### src/rtl/sdram_cmd_sched.sv
// Arbitrates the shared 16-bit SDRAM controller port between the video refill queue
// and the cache line fill/write-back, tracks data beats and owns the wrapping video line address.
module sdram_cmd_sched #(
  parameter logic [14:0] VID_BASE   = 15'h6FF8,
  parameter logic [11:0] VID_LAST   = 12'd3071,
  parameter int          VID_BEATS  = 16,
  parameter int          LINE_BEATS = 128,
  parameter int          STARVE_MAX = 4
) (
  input  logic        clk,
  input  logic        rst,
  input  logic        vid_req,
  input  logic        cache_wr_req,
  input  logic        cache_rd_req,
  input  logic [11:0] cache_waddr,
  input  logic [11:0] cache_raddr,
  output logic [1:0]  sys_cmd,
  output logic [17:0] sys_addr,
  input  logic [1:0]  sys_cmd_ack,
  input  logic        sys_rd_data_valid,
  input  logic        sys_wr_data_valid,
  input  logic [15:0] sys_dout,
  output logic        cache_fill_we,
  output logic        cache_drain_re,
  output logic        vq_we,
  output logic [31:0] vq_data,
  output logic [11:0] vid_adr,
  output logic        busy
);

  localparam int BW = $clog2((VID_BEATS > LINE_BEATS ? VID_BEATS : LINE_BEATS) + 1);
  localparam int SW = $clog2(STARVE_MAX + 1);

  typedef enum logic [1:0] {IDLE, ISSUE, XFER} state_t;
  typedef enum logic [1:0] {OWN_VID, OWN_CWR, OWN_CRD} owner_t;

  state_t          state, state_next;
  owner_t          owner, grant_owner;
  logic [BW-1:0]   beat_cnt, beat_limit;
  logic [SW-1:0]   starve_cnt;
  logic [15:0]     low_half;
  logic [14:0]     vid_word;
  logic            cache_pend, starved, grant, ack_hit, xfer_open, beat_in, beat_take;

  assign cache_pend = cache_wr_req | cache_rd_req;
  assign starved    = (starve_cnt == SW'(STARVE_MAX)) && cache_pend;
  // Inverting the upper bits walks the framebuffer downwards from the top of the window.
  assign vid_word   = VID_BASE + {3'b000, ~vid_adr[11:2], vid_adr[1:0]};
  assign ack_hit    = (state == ISSUE) && (sys_cmd_ack == sys_cmd);
  assign beat_limit = (owner == OWN_VID) ? BW'(VID_BEATS) : BW'(LINE_BEATS);
  assign xfer_open  = (state == XFER) && (beat_cnt != beat_limit);
  assign beat_in    = (owner == OWN_CWR) ? sys_wr_data_valid : sys_rd_data_valid;
  assign beat_take  = xfer_open && beat_in;

  always_comb begin
    grant       = 1'b0;
    grant_owner = OWN_VID;
    if (starved) begin
      grant       = 1'b1;
      grant_owner = cache_wr_req ? OWN_CWR : OWN_CRD;
    end else if (vid_req) begin
      grant       = 1'b1;
      grant_owner = OWN_VID;
    end else if (cache_wr_req) begin
      grant       = 1'b1;
      grant_owner = OWN_CWR;
    end else if (cache_rd_req) begin
      grant       = 1'b1;
      grant_owner = OWN_CRD;
    end
  end

  always_ff @(posedge clk or posedge rst) begin
    if (rst) state <= IDLE;
    else     state <= state_next;
  end

  always_comb begin
    state_next = state;
    case (state)
      IDLE:    if (grant) state_next = ISSUE;
      ISSUE:   if (ack_hit) state_next = XFER;
      XFER:    if (beat_cnt == beat_limit) state_next = IDLE;
      default: state_next = IDLE;
    endcase
  end

  always_comb begin
    busy           = (state != IDLE);
    cache_fill_we  = xfer_open && (owner == OWN_CRD) && sys_rd_data_valid;
    cache_drain_re = xfer_open && (owner == OWN_CWR) && sys_wr_data_valid;
  end

  always_ff @(posedge clk or posedge rst) begin
    if (rst) begin
      sys_cmd    <= 2'b00;
      sys_addr   <= '0;
      owner      <= OWN_VID;
      starve_cnt <= '0;
      beat_cnt   <= '0;
      vid_adr    <= '0;
      low_half   <= '0;
      vq_we      <= 1'b0;
      vq_data    <= '0;
    end else begin
      vq_we <= 1'b0;
      if (state == IDLE) begin
        if (grant) begin
          owner <= grant_owner;
          case (grant_owner)
            OWN_VID: begin sys_cmd <= 2'b10; sys_addr <= {vid_word, 3'b000}; end
            OWN_CWR: begin sys_cmd <= 2'b01; sys_addr <= {cache_waddr, 6'b0}; end
            default: begin sys_cmd <= 2'b11; sys_addr <= {cache_raddr, 6'b0}; end
          endcase
        end
        if (grant && grant_owner != OWN_VID)
          starve_cnt <= '0;
        else if (!cache_pend)
          starve_cnt <= '0;
        else if (grant && starve_cnt != SW'(STARVE_MAX))
          starve_cnt <= starve_cnt + 1'b1;
      end
      if (ack_hit) begin
        sys_cmd  <= 2'b00;
        beat_cnt <= '0;
        if (owner == OWN_VID)
          vid_adr <= (vid_adr == VID_LAST) ? 12'd0 : vid_adr + 12'd1;
      end
      if (beat_take) begin
        beat_cnt <= beat_cnt + 1'b1;
        if (owner == OWN_VID) begin
          if (!beat_cnt[0]) begin
            low_half <= sys_dout;
          end else begin
            vq_we   <= 1'b1;
            vq_data <= {sys_dout, low_half};
          end
        end
      end
    end
  end

endmodule

### config.mk
export PLATFORM = sky130hd
export DESIGN_NAME = sdram_cmd_sched
export DESIGN_NICKNAME = d
export VERILOG_FILES = /design/src/rtl/sdram_cmd_sched.sv
export SDC_FILE = /design/constraint.sdc
export NUM_CORES = 1
export LEC_CHECK = 0
export CELL_PAD_IN_SITES_DETAIL_PLACEMENT = 1
export CELL_PAD_IN_SITES_GLOBAL_PLACEMENT = 1
export CORE_ASPECT_RATIO = 1.75
export CORE_MARGIN = 8
export CORE_UTILIZATION = 34
export DETAILED_ROUTE_END_ITERATION = 16
export PLACE_DENSITY = 0.87
export SLEW_MARGIN = 20
export SYNTH_ARGS = -nofsm -noshare
export SYNTH_HDL_FRONTEND = slang
export SYNTH_SLANG_ARGS = --single-unit
### constraint.sdc
create_clock -name clk -period 2.6 [get_ports clk]
set_input_delay 0.26 -clock clk [delete_from_list [all_inputs] [get_ports clk]]
set_output_delay 0.26 -clock clk [all_outputs]
set_load 0.02 [all_outputs]
### Yosys cells after proc, flatten, opt, wreduce, memory -nomap -nowiden

Index checks and enable logic that the tools add are counted.

| operators by class | value |
|---|---|
| bitwise logic cells | 3 |
| eq/ne operators | 15 |
| reductions and logical operators | 25 |
| add/sub/neg operators | 4 |
| mux-type cells | 29 |

Operator list:

| operator | number |
|---|---|
| $pmux W18 S2 | 1 |
| $mux W8 | 3 |
| $mux W2 | 11 |
| $add A14 B13 Y15 const A | 1 |
| $add A12 B1 Y12 const B | 1 |
| $eq A12 B12 Y1 const B | 1 |
| $mux W12 | 1 |
| $logic_and A1 B1 Y1 | 10 |
| $not A10 Y10 | 1 |
| $reduce_bool A2 Y1 | 5 |
| $mux W3 | 3 |
| $reduce_and A3 Y1 | 3 |
| $add A8 B1 Y8 const B | 1 |
| $eq A8 B8 Y1 | 1 |
| $mux W1 | 8 |
| $ne A8 B8 Y1 | 1 |
| $reduce_and A2 Y1 | 4 |
| $eq A2 B1 Y1 const B | 3 |
| $logic_not A2 Y1 | 3 |
| $pmux W2 S3 | 1 |
| $eq A2 B2 Y1 const B | 2 |
| $ne A2 B2 Y1 const B | 2 |
| $pmux W2 S2 | 1 |
| $add A3 B1 Y3 const B | 1 |
| 7 further kinds | 7 |

| word-level totals | value |
|---|---|
| logic and storage cells | 86 |
| output and inout port bits | 68 |
| flip-flop bits (word level) | 96 |

### Longest topological paths before layout

Gate-level depths: netlist of the first run.

| logic depth | value |
|---|---|
| depth in word-level cells | 9 |
| gate-level depth with buffers | 8 |
| depth with buffers taken out | 7 |

### Worst setup path before layout of the first run

OpenSTA, ideal clock, no wires.

| path | value |
|---|---|
| kind | register to register |
| start point | reg beat_cnt[7] |
| end point | reg low_half[0] |
| buffers on the path | 1 |
| path slack | 461 ps |
| cell stages (with the launch flop) | 7 |
| required time | 2,475 ps |
| data arrival time | 2,014 ps |
| period minus slack after synthesis | 2,139 ps |
| setup time | 125 ps |
| cells stage by stage | dfrtp_1 or4b_2 o21ai_1 a2111oi_4 nand3_2 buf_4 mux2_2 |

| on the way | value |
|---|---|
| word-level cells in the longest chain between the ends | 4 |

RTL lines:

| element | RTL line | text |
|---|---|---|
| start: declaration | 39 | `logic [BW-1:0] beat_cnt, beat_limit;` |
| start signal: assignment | 130 | `beat_cnt <= beat_cnt + 1'b1;` |
| $ne A8 B8 Y1 | 51 | `assign xfer_open = (state == XFER) && (beat_cnt != beat_limit);` |
| $logic_and A1 B1 Y1 | 51 |  |
| $logic_and A1 B1 Y1 | 53 | `assign beat_take = xfer_open && beat_in;` |
| $reduce_and A3 Y1 (no line) | - |  |
| end signal: assignment | 133 | `low_half <= sys_dout;` |
| end: declaration | 41 | `logic [15:0] low_half;` |

No other way between the ends.
A chain may end at the register's enable or synchronous reset.

### Worst setup path in the final report of the first run

| path | value |
|---|---|
| start point | reg owner[0] |
| end point | reg low_half[9] |

| on the way | value |
|---|---|
| word-level cells in the longest chain between the ends | 6 |
| elaborated cells between the ends (all ways) | 8 |
| those cells by class | 2 x eq/ne; 2 x mux; 4 x reduce/logical |

RTL lines:

| element | RTL line | text |
|---|---|---|
| start: declaration | 38 | `owner_t owner, grant_owner;` |
| start signal: assignment | 109 | `owner <= grant_owner;` |
| $logic_not A2 Y1 | 50, 131 |  |
| $mux W8 | 50 | `assign beat_limit = (owner == OWN_VID) ? BW'(VID_BEATS) : BW'(LINE_BEATS);` |
| $ne A8 B8 Y1 | 51 |  |
| $logic_and A1 B1 Y1 | 51 |  |
| $logic_and A1 B1 Y1 | 53 |  |
| $reduce_and A3 Y1 (no line) (*) | - |  |

Mark *: on every way between the ends. The rest lies on a longest branch, timed or not.

==> results.ini, run 1 <==
[worst_setup_path]
r2r_cells=5
worstPathArrival_ns=2.70
crit_start=owner[0]
setup.worst_path.end=low_half[9]
cp-start-kind=register
path_max_fanout=16
ff2ff_setup_slack_ns=0.11
rr_startpoint=owner[0]
worstReg2RegEnd=low_half[9]
criticalPathCategory=reg2reg
critPathCaptureType=register
crit_required_ns=2.82

[layout]
drive_gt1_share_pct=18.4
fillers=1357
nNetsFinal=553
area_delta_synth_final_pct=38.8
antenna_cells=0
stdcell_count=669

[die]
core_region_area_sq_um=12400
dieWidth_um=101
dieHeight_um=165
rows=54
start_util_pct=34.8
dieArea_sq_um=16700
ios=117

[drt]
ant_nets=0
vias_per_cell=5.16
avgRoutedWirePerCell_um=20.0
finalWirelength_um=13400
drt_iter0_drc=98
num_vias=3453
drc_errors=0
dr.pass1.iters=4

[global_routing]
grt_pass1_wl_um=21600
gr-total-overflow=0
antenna_found_initial=0
first_global_vias=4006
grt_max_degree=94
grt.total_usage_pct=16.7

[clock_tree]
numClockSinks=93
clock_path_buffers=2
clk_pin_slew_worst_paths_ns=0.07
root_buffer=clkbuf_16
cts-buffers-inserted=9
h-tree-depth=3
cts_hold_buf=0
cts_tree=yes
clkLatencyLatePin_ns=0.34

[placement]
hpwl_um=10600
gp_congestion=0.883
place_inst=653
dpl_worst_slack_ns=0.0856
portBuffers=113

[synthesis]
syn-cell-area_sq_um=4320
synthFlopType=dfrtp_1
ys_ff_latch=93
synth_top_area_cell=dfrtp_1
syn_area_per_cell_sq_um=11.5
ys_types=51
syn_inst=375
synth.yosys.seq_area_share_pct=53.8
async_reset_ff_share_pct=100
ys_warn_count=0
ys_top_cells_by_area=dfrtp_1 (54%), mux2_2 (14%), nand2_1 (2.7%), nor2_1 (2.1%), ha_1 (2.0%)
synth-edff-count=0
yosys.area.top_type_share_pct=53.8

[timing]
fin_ws_ns=0.114
slew_violations=0
finalHoldViolCount=0
rsz0062_at_grt=true
fin_crit_sh_pct=95.6
tightestPinTransition_ns=0.507
hold_ws_ns=0.399
finalSetupViolCount=0
fmaxAchievable_mhz=402
min_period_ns=2.49
skew_ns=0.00896
relSlewSlack_pct=65.2

[power]
p_leak_nw=2.66
vdd_ir_drop_max_mv=0.399
power_density_nw_per_um2=1040

[job]
max_cap_violations=0

[hold_path]
hp-class=in2async

[run_status]
outcome=completed

-- power by group --
group          switching [W]  internal, W  total, W
clock network       0.000559     0.000748   0.00131
registers           0.000363      0.00197   0.00233
logic                0.00134      0.00124   0.00258
total                0.00226      0.00396   0.00622
-- critical path, cell delays in order, from the launching register on --
cell       delay [ns]
dfrtp_1          0.44
or2b_1           0.28
mux2i_1          0.23
a2111oi_4        0.52
nand3_2          0.45
mux2_2           0.43
-- area by class of cell --
class | instances | area, sq um | area share, %
clock buffer | 9 | 225 | 3.75
clock inverter | 6 | 71.3 | 1.19
inverter | 12 | 48.8 | 0.813
multi-input combinational | 256 | 1880 | 31.2
sequential | 93 | 2330 | 38.8
tap | 168 | 210 | 3.50
timing repair buffer | 125 | 1240 | 20.7
-- how the worst min path moves through the flow --
| stage | depth (start not counted) | slack, ns | end | start |
|---|---|---|---|---|
| 2_1_floorplan | 1 | 0.41 | low_half[0] | sys_dout[0] |
| 3_3_place_gp | 2 | 0.46 | sys_addr[6] | sys_addr[6] |
| 3_5_place_dp | 2 | 0.46 | sys_addr[13] | sys_addr[13] |
| 4_1_cts | 3 | 0.43 | sys_addr[17] | rst |
| 5_1_grt | 3 | 0.45 | vq_data[15] | rst |
| 6_report | 3 | 0.40 | sys_addr[17] | rst |
-- cell usage after synthesis (2+ instances only) --
| cell type | number |
|---|---|
| nand2b_1 | 5 |
| xor2_1 | 7 |
| nand2_1 | 31 |
| xnor2_1 | 8 |
| inv_1 | 12 |
| o22a_1 | 2 |
| and2_1 | 2 |
| nand3_2 | 2 |
| buf_4 | 7 |
| o21ai_0 | 14 |
| nand3_1 | 11 |
| a21oi_1 | 12 |
| clkbuf_1 | 9 |
| a31oi_1 | 4 |
| a22o_1 | 5 |
| nor3_1 | 4 |
| mux2i_1 | 2 |
| a221o_1 | 2 |
| a211o_1 | 3 |
| nor2_1 | 24 |
| o22ai_1 | 7 |
| nand4_1 | 5 |
| o31ai_1 | 4 |
| and3_1 | 6 |
| ha_1 | 7 |
| nor4_1 | 4 |
| a22oi_1 | 4 |
| nor2b_1 | 3 |
| mux2_2 | 53 |
| or2_2 | 3 |
| dfrtp_1 | 93 |
-- logic make-up (layout without fill, tap and decap cells) --
group | count (synthesis) | after routing | synth area share, %
buf+inv | 28 | 152 | 3.04
other cells | 1 | 3 | 0.0867
mux | 55 | 55 | 14.3
simple gates | 108 | 108 | 12.8
flops | 93 | 93 | 53.8
fa+ha+maj | 7 | 7 | 2.03
compound gates | 68 | 68 | 10.9
xor+xnor | 15 | 15 | 3.04
-- registers in the layout, summed over array words and instances (netlist names) --
register / cells
owner: 2
state: 2
sys_addr: 15
starve_cnt: 3
vid_adr: 12
sys_cmd: 2
vq_we: 1
beat_cnt: 8
low_half: 16
vq_data: 32
-- layout by cell type, fill, tap and decap left out, types with 8 or more instances in the layout --
master | Yosys | routed
mux2_2 | 53 | 53
inv_1 | 12 | 11
nand3_1 | 11 | 11
dfrtp_1 | 93 | 93
xnor2_1 | 8 | 8
a21oi_1 | 12 | 12
clkbuf_16 | 0 | 9
clkdlybuf4s50_1 | 0 | 111
o21ai_0 | 14 | 14
nor2_1 | 24 | 24
nand2_1 | 31 | 31
buf_4 | 7 | 10
-- timing repair --
item                                    in CTS  in global routing
setup buffers                                1                  0
resized for setup                            3                  0
endpoints found under the setup margin       2                  1
pin swaps                                    1                  0
-- stage by stage --
step | area (sq um) | setup TNS (ns) | total power, W | utilization [%]
finish | 6000 | 0 | 0.00622 | 48.3
floorplan | 4330 | 0 | 0.00367 | -
global placement | 5700 | 0 | 0.00481 | 45.8
detailed placement | 5700 | 0 | 0.00498 | 45.8
global route | 6000 | -0.00264 | 0.00658 | 48.3
CTS | 6000 | 0 | 0.00632 | 48.3
-- metal layers --
| layer | track usage, % | routed length (um) | vias to the layer above | part of all wire (%) |
|---|---|---|---|---|
| li1 | - | - | 1578 | - |
| met1 | 17.1 | 4950 | 1740 | 37 |
| met2 | 32.4 | 7510 | 119 | 56 |
| met3 | 3.74 | 738 | 16 | 5.5 |
| met4 | 5.11 | 211 | 0 | 1.6 |
| met5 | 0 | 0 | - | 0 |
Note: power is estimated with default switching activity, not from simulation.
==> run 2, diff against run 1 <==
CORE_UTILIZATION = 38   (was 34)
PLACE_DENSITY = 0.92   (was 0.87)
REMOVE_ABC_BUFFERS = 1   (was not set)
SLEW_MARGIN = not set   (was 20)
clock period = 2.8 ns   (was 2.6 ns; I/O delays follow)
==> run 2 against run 1 <==
Against the previous run: critical endpoint is now cache_fill_we; routed wire length is 2.9% lower; die area decreased by 9.2%; sequential cell count unchanged; core utilization grew 5.5 points; largest cell class unchanged.
==> results.ini, run 2 (same netlist as run 1, synthesis figures left out) <==
[timing]
min_period_ns=2.40
fin_crit_sh_pct=85.7
rsz0062_at_grt=false  ; was true
tightestPinTransition_ns=0.865  ; was 0.507 ns
relSlewSlack_pct=42.3  ; was 65.2%
finalHoldViolCount=0  ; unchanged
fmaxAchievable_mhz=417
skew_ns=0.00677  ; was 0.00896 ns
finalSetupViolCount=0  ; unchanged
slew_violations=0  ; unchanged
tns_ns=0  ; unchanged

[power]
vdd_ir_drop_max_mv=0.648  ; was 0.399 mV
power_w=0.00587  ; was 0.00622 W
p_leak_nw=2.70  ; was 2.66 nW
power_density_nw_per_um2=982  ; was 1040 nW/um^2

[layout]
regArea_sq_um=2330  ; unchanged
nNetsFinal=552  ; was 553
reg_top3=vq_data x32, low_half x16, sys_addr x15  ; unchanged
layout_common_cells=clkdlybuf4s50_1 (111), dfrtp_1 (93), mux2_2 (53), nand2_1 (31), nor2_1 (24)  ; unchanged
drive_gt1_share_pct=18.0  ; was 18.4%
antenna_cells=0  ; unchanged
area_delta_synth_final_pct=38.2  ; was 38.8%
multi_input_area_sq_um=1880  ; about the same
largest_reg_flops=32  ; unchanged
layout_commonest_cell=clkdlybuf4s50_1  ; unchanged
largest_register=vq_data  ; unchanged
fillers=1181  ; was 1,357

[clock_tree]
clkLatencyLatePin_ns=0.34  ; about the same
cts-buffers-inserted=9  ; unchanged
clk_pin_slew_worst_paths_ns=0.07  ; about the same
cts_hold_buf=0  ; unchanged
clock_path_buffers=2  ; unchanged
h-tree-depth=3  ; unchanged
numClockSinks=93  ; unchanged
cts_tree=yes  ; unchanged
root_buffer=clkbuf_16  ; unchanged

[drt]
avgRoutedWirePerCell_um=20.6  ; was 20.0 um
finalWirelength_um=13000  ; was 13,400 um
ant_nets=0  ; unchanged
num_vias=3455  ; was 3,453
dr.pass1.iters=4  ; unchanged
vias_per_cell=5.47  ; was 5.16
drc_errors=0  ; unchanged
drt_iter0_drc=132  ; was 98

[hold_path]
hp-class=in2async  ; unchanged

[worst_setup_path]
worstReg2RegEnd=low_half[11]  ; was low_half[9]
crit_required_ns=2.52  ; was 2.82 ns
critPathCaptureType=output port  ; was register
r2r_cells=5  ; unchanged
path_max_fanout=5  ; was 16
slowest_stage=or4b_2  ; was a2111oi_4
slowest_delay_ns=0.67  ; was 0.52 ns
ff2ff_setup_slack_ns=0.40  ; was 0.11 ns
worstPathCellList=or4b_2 -> o21ai_1 -> a211o_1 -> nor3_1 -> dlymetal6s2s_1  ; was or2b_1 -> mux2i_1 -> a2111oi_4 -> nand3_2 -> mux2_2
crit_buf_inv=1  ; was 0
worstPathArrival_ns=2.12  ; was 2.70 ns
rr_startpoint=owner[0]  ; unchanged
criticalPathCategory=reg2out  ; was reg2reg
cp-start-kind=register  ; unchanged
critical-path-top-delay-family=simple AND/OR/NAND/NOR gates  ; unchanged

[die]
start_util_pct=38.9  ; was 34.8%
core_region_area_sq_um=11100  ; was 12,400 sq um
ios=117  ; unchanged
dieWidth_um=96.6  ; was 101 um
dieHeight_um=157  ; was 165 um
dieArea_sq_um=15200  ; was 16,700 sq um
rows=51  ; was 54

[global_routing]
grt_max_degree=50  ; was 94
gr-total-overflow=0  ; unchanged
antenna_found_initial=0  ; unchanged
grt.total_usage_pct=17.8  ; was 16.7%
first_global_vias=4058  ; was 4,006
grt_pass1_wl_um=21600  ; about the same

[job]
max_cap_violations=0  ; unchanged

[placement]
portBuffers=113  ; unchanged
hpwl_um=9870  ; was 10,600 um
gp_congestion=0.852  ; was 0.883

[run_status]
outcome=completed  ; unchanged

## run 2: through the flow
stage	setup slack, ns	instance area, sq um	util [%]	hold slack, ns	cells
5_1_grt	0.251	5970	53.8	0.468	632
2_1_floorplan	0.0997	4240	-	0.424	361
3_3_place_gp	0.407	5650	50.9	0.459	616
3_5_place_dp	0.364	5650	50.9	0.473	616
6_report	0.401	5970	53.8	0.403	632
4_1_cts	0.0503	5970	53.8	0.428	632
## run 2: worst max-delay path by stage
| stage | startpoint | to | slack, ns | cells after the start |
|---|---|---|---|---|
| after floorplan | rst | beat_cnt[0] | 0.1 | 1 |
| after global routing | owner[0] | low_half[8] | 0.25 | 5 |
| after global placement | owner[1] | cache_fill_we | 0.41 | 5 |
| after CTS | beat_cnt[7] | cache_drain_re | 0.05 | 5 |
| after detailed placement | beat_cnt[7] | cache_fill_we | 0.36 | 5 |
| final | beat_cnt[7] | cache_fill_we | 0.40 | 5 |
## run 2: power by group
part / switching, W / internal, W
clock network: 0.000518 / 0.000783
logic: 0.00126 / 0.00114
registers: 0.000332 / 0.00183
## run 2: worst reg2reg max path: cells and delay by family (launching register included)
kind | cells | cell delay [ns]
AOI/OAI and AO/OA | 1 | 0.49
DFF | 1 | 0.43
muxes | 2 | 0.65
and+or+nand+nor | 2 | 0.71
## run 2: repair_timing
action,CTS,global route
setup buffers,1,0
gates resized for setup,0,2
hold endpoints to repair,0,0
endpoints found under the setup margin,2,2
pin swaps,1,0
## run 2: routing by layer
metal  up-vias  part of all wire [%]  global-route usage (%)  wire (um)
li1       1571                     -                       -          -
met4         0                   2.6                    8.03        342
met3        25                   3.8                    3.99        492
met5         -                     0                       0          0
met1      1766                    36                    17.1       4630
met2        93                    58                    34.6       7550
## run 2: layout make-up
type,instances,share of cell area [%]
Sequential cell,93,39.0
Multi-Input combinational cell,256,31.4
Timing Repair Buffer,124,20.8
Clock buffer,10,3.83
Tap cell,132,2.76
Clock inverter,5,1.42
Inverter,12,0.775
==> run 3, diff against run 2 <==
CORE_MARGIN = 3   (was 8)
GPL_TIMING_DRIVEN = 0   (was not set)
==> run 3 against run 2 <==
Against the previous run: routed wire length decreased by 8.2%; hold slack got worse by 0.053 ns; maximum frequency decreased by 10%; count of clock-buffer cells in the layout unchanged; clock power decreased by 5%; final cell count decreased by 1.1%; sequential share of layout area increased by 0.37 points; global-route usage increased by 1.8 points; critical path depth increased by 1; die area decreased by 16%; via count decreased by 0.12%; critical endpoint unchanged; largest power group unchanged.
==> results.ini, run 3 (same netlist as run 1, synthesis figures left out) <==
[worst_setup_path]
r2r_cells=6  ; was 5
ff2ff_setup_slack_ns=0.28  ; was 0.40 ns
worstReg2RegEnd=vq_data[26]  ; was low_half[11]
worstPathCellList=or4b_2 -> o21ai_1 -> a211o_1 -> buf_4 -> nor3_1 -> dlygate4sd2_1  ; was or4b_2 -> o21ai_1 -> a211o_1 -> nor3_1 -> dlymetal6s2s_1
critical-path-top-delay-family=simple AND/OR/NAND/NOR gates  ; unchanged
path_max_fanout=6  ; was 5
slowest_delay_ns=0.66  ; was 0.67 ns
crit_required_ns=2.52  ; about the same
slowest_stage=or4b_2  ; unchanged
criticalPathCategory=reg2out  ; unchanged
crit_buf_inv=2  ; was 1
critPathCaptureType=output port  ; unchanged
cp-start-kind=register  ; unchanged
rr_startpoint=owner[1]  ; was owner[0]
worstPathArrival_ns=2.39  ; was 2.12 ns

[layout]
layout_commonest_cell=clkdlybuf4s50_1  ; unchanged
multi_input_area_sq_um=1890  ; was 1880 sq um
stdcell_area_sq_um=5920  ; was 5970 sq um
nNetsFinal=546  ; was 552
largest_register=vq_data  ; unchanged
fillers=1148  ; was 1,181
largest_reg_flops=32  ; unchanged
final_core_util_pct=54.4  ; was 53.8%
drive_gt1_share_pct=17.2  ; was 18.0%
area_delta_synth_final_pct=36.9  ; was 38.2%
layout_common_cells=clkdlybuf4s50_1 (111), dfrtp_1 (93), mux2_2 (53), nand2_1 (31), nor2_1 (24)  ; unchanged
regArea_sq_um=2330  ; unchanged
stdcell_count=625  ; was 632
reg_top3=vq_data x32, low_half x16, sys_addr x15  ; unchanged
antenna_cells=0  ; unchanged

[timing]
fin_crit_sh_pct=95.4  ; was 85.7%
relSlewSlack_pct=47.8  ; was 42.3%
tns_ns=0  ; unchanged
finalSetupViolCount=0  ; unchanged
slew_violations=0  ; unchanged
hold_ws_ns=0.350  ; was 0.403 ns
tightestPinTransition_ns=0.783  ; was 0.865 ns
finalHoldViolCount=0  ; unchanged
skew_ns=0.00700  ; was 0.00677 ns
fmaxAchievable_mhz=374  ; was 417 MHz
min_period_ns=2.67  ; was 2.40 ns
rsz0062_at_grt=false  ; unchanged

[placement]
place_inst=606  ; was 616
hpwl_um=9070  ; was 9870 um
place_area_sq_um=5580  ; was 5650 sq um
portBuffers=113  ; unchanged
gp_congestion=0.794  ; was 0.852

[die]
ios=117  ; unchanged
start_util_pct=39.7  ; was 38.9%
rows=50  ; was 51
dieWidth_um=86.6  ; was 96.6 um
core_region_area_sq_um=10900  ; was 11,100 sq um
dieArea_sq_um=12700  ; was 15,200 sq um
dieHeight_um=147  ; was 157 um

[clock_tree]
clock_path_buffers=2  ; unchanged
root_buffer=clkbuf_16  ; unchanged
cts_hold_buf=0  ; unchanged
clk_pin_slew_worst_paths_ns=0.07  ; about the same
h-tree-depth=3  ; unchanged
cts_tree=yes  ; unchanged
numClockSinks=93  ; unchanged
cts-buffers-inserted=9  ; unchanged
clkLatencyLatePin_ns=0.34  ; about the same

[run_status]
outcome=completed  ; unchanged

[global_routing]
grt_max_degree=52  ; was 50
antenna_found_initial=0  ; unchanged
grt_pass1_wl_um=19400  ; was 21,600 um
first_global_vias=3937  ; was 4,058
gr-total-overflow=0  ; unchanged
grt.total_usage_pct=19.5  ; was 17.8%

[power]
power_density_nw_per_um2=969  ; was 982 nW/um^2
p_leak_nw=2.65  ; was 2.70 nW
vdd_ir_drop_max_mv=0.600  ; was 0.648 mV

[drt]
drc_errors=0  ; unchanged
met3_length_um=584  ; was 492 um
ant_nets=0  ; unchanged
dr.pass1.iters=4  ; unchanged
finalWirelength_um=11900  ; was 13,000 um
wl_met1_um=4270  ; was 4630 um
top_layer=met4  ; unchanged
drt_iter0_drc=50  ; was 132
avgRoutedWirePerCell_um=19.1  ; was 20.6 um
met2_length_um=6740  ; was 7550 um
vias_per_cell=5.52  ; was 5.47
num_vias=3451  ; was 3,455

[job]
max_cap_violations=0  ; unchanged

[hold_path]
hp-class=in2async  ; unchanged

-- run 3: cell types whose count changed in the layout (fill, tap and decap cells not counted), sizes merged --
cell	previous run	this run
clkinvlp	1	2
dlygate4sd2	0	1
buf	11	5
bufinv	2	1
dlymetal6s2s	2	1
inv	12	13
-- run 3: cell type report --
| cell class | count | area share, % |
|---|---|---|
| multi-input cells | 256 | 31.9 |
| well taps | 130 | 2.75 |
| clock buffers | 10 | 3.87 |
| repair buffers | 118 | 20.1 |
| clock inverters | 6 | 1.21 |
| flip-flops and latches | 93 | 39.3 |
| inverters | 12 | 0.804 |
-- run 3: how the worst max path moves through the flow --
stage	from	to	slack, ns	depth (start not counted)
final	owner[1]	cache_fill_we	0.13	6
after global routing	beat_cnt[0]	cache_fill_we	0.01	7
after CTS	owner[1]	cache_drain_re	0.03	5
after detailed placement	sys_rd_data_valid	vq_data[26]	-0.49	5
after global placement	rst	sys_addr[10]	-1.24	2
after floorplan	rst	beat_cnt[0]	0.1	1
-- run 3: repair_timing --
action	in CTS	in global routing
pin swaps	2	0
gates resized for setup	3	1
buffers inserted	3	0
endpoints found under the hold margin	0	0
endpoints found under the setup margin	51	1
-- run 3: per-layer routing --
layer,GRT usage [%],vias up
met5,0,-
met4,7.88,0
met3,4.83,26
met2,37.5,117
met1,19.1,1744
li1,-,1564
-- run 3: where the power goes --
group,switching [W],internal [W]
Combinational,0.00120,0.00112
Clock,0.000534,0.000699
Sequential,0.000346,0.00183
Total,0.00208,0.00365
-- run 3: stage by stage --
stage	setup WS, ns	power [W]
after global routing	0.0147	0.00606
after global placement	-1.24	0.00434
after detailed placement	-0.491	0.00453
final	0.129	0.00573
after CTS	0.0333	0.00581
after floorplan	0.0997	0.00338
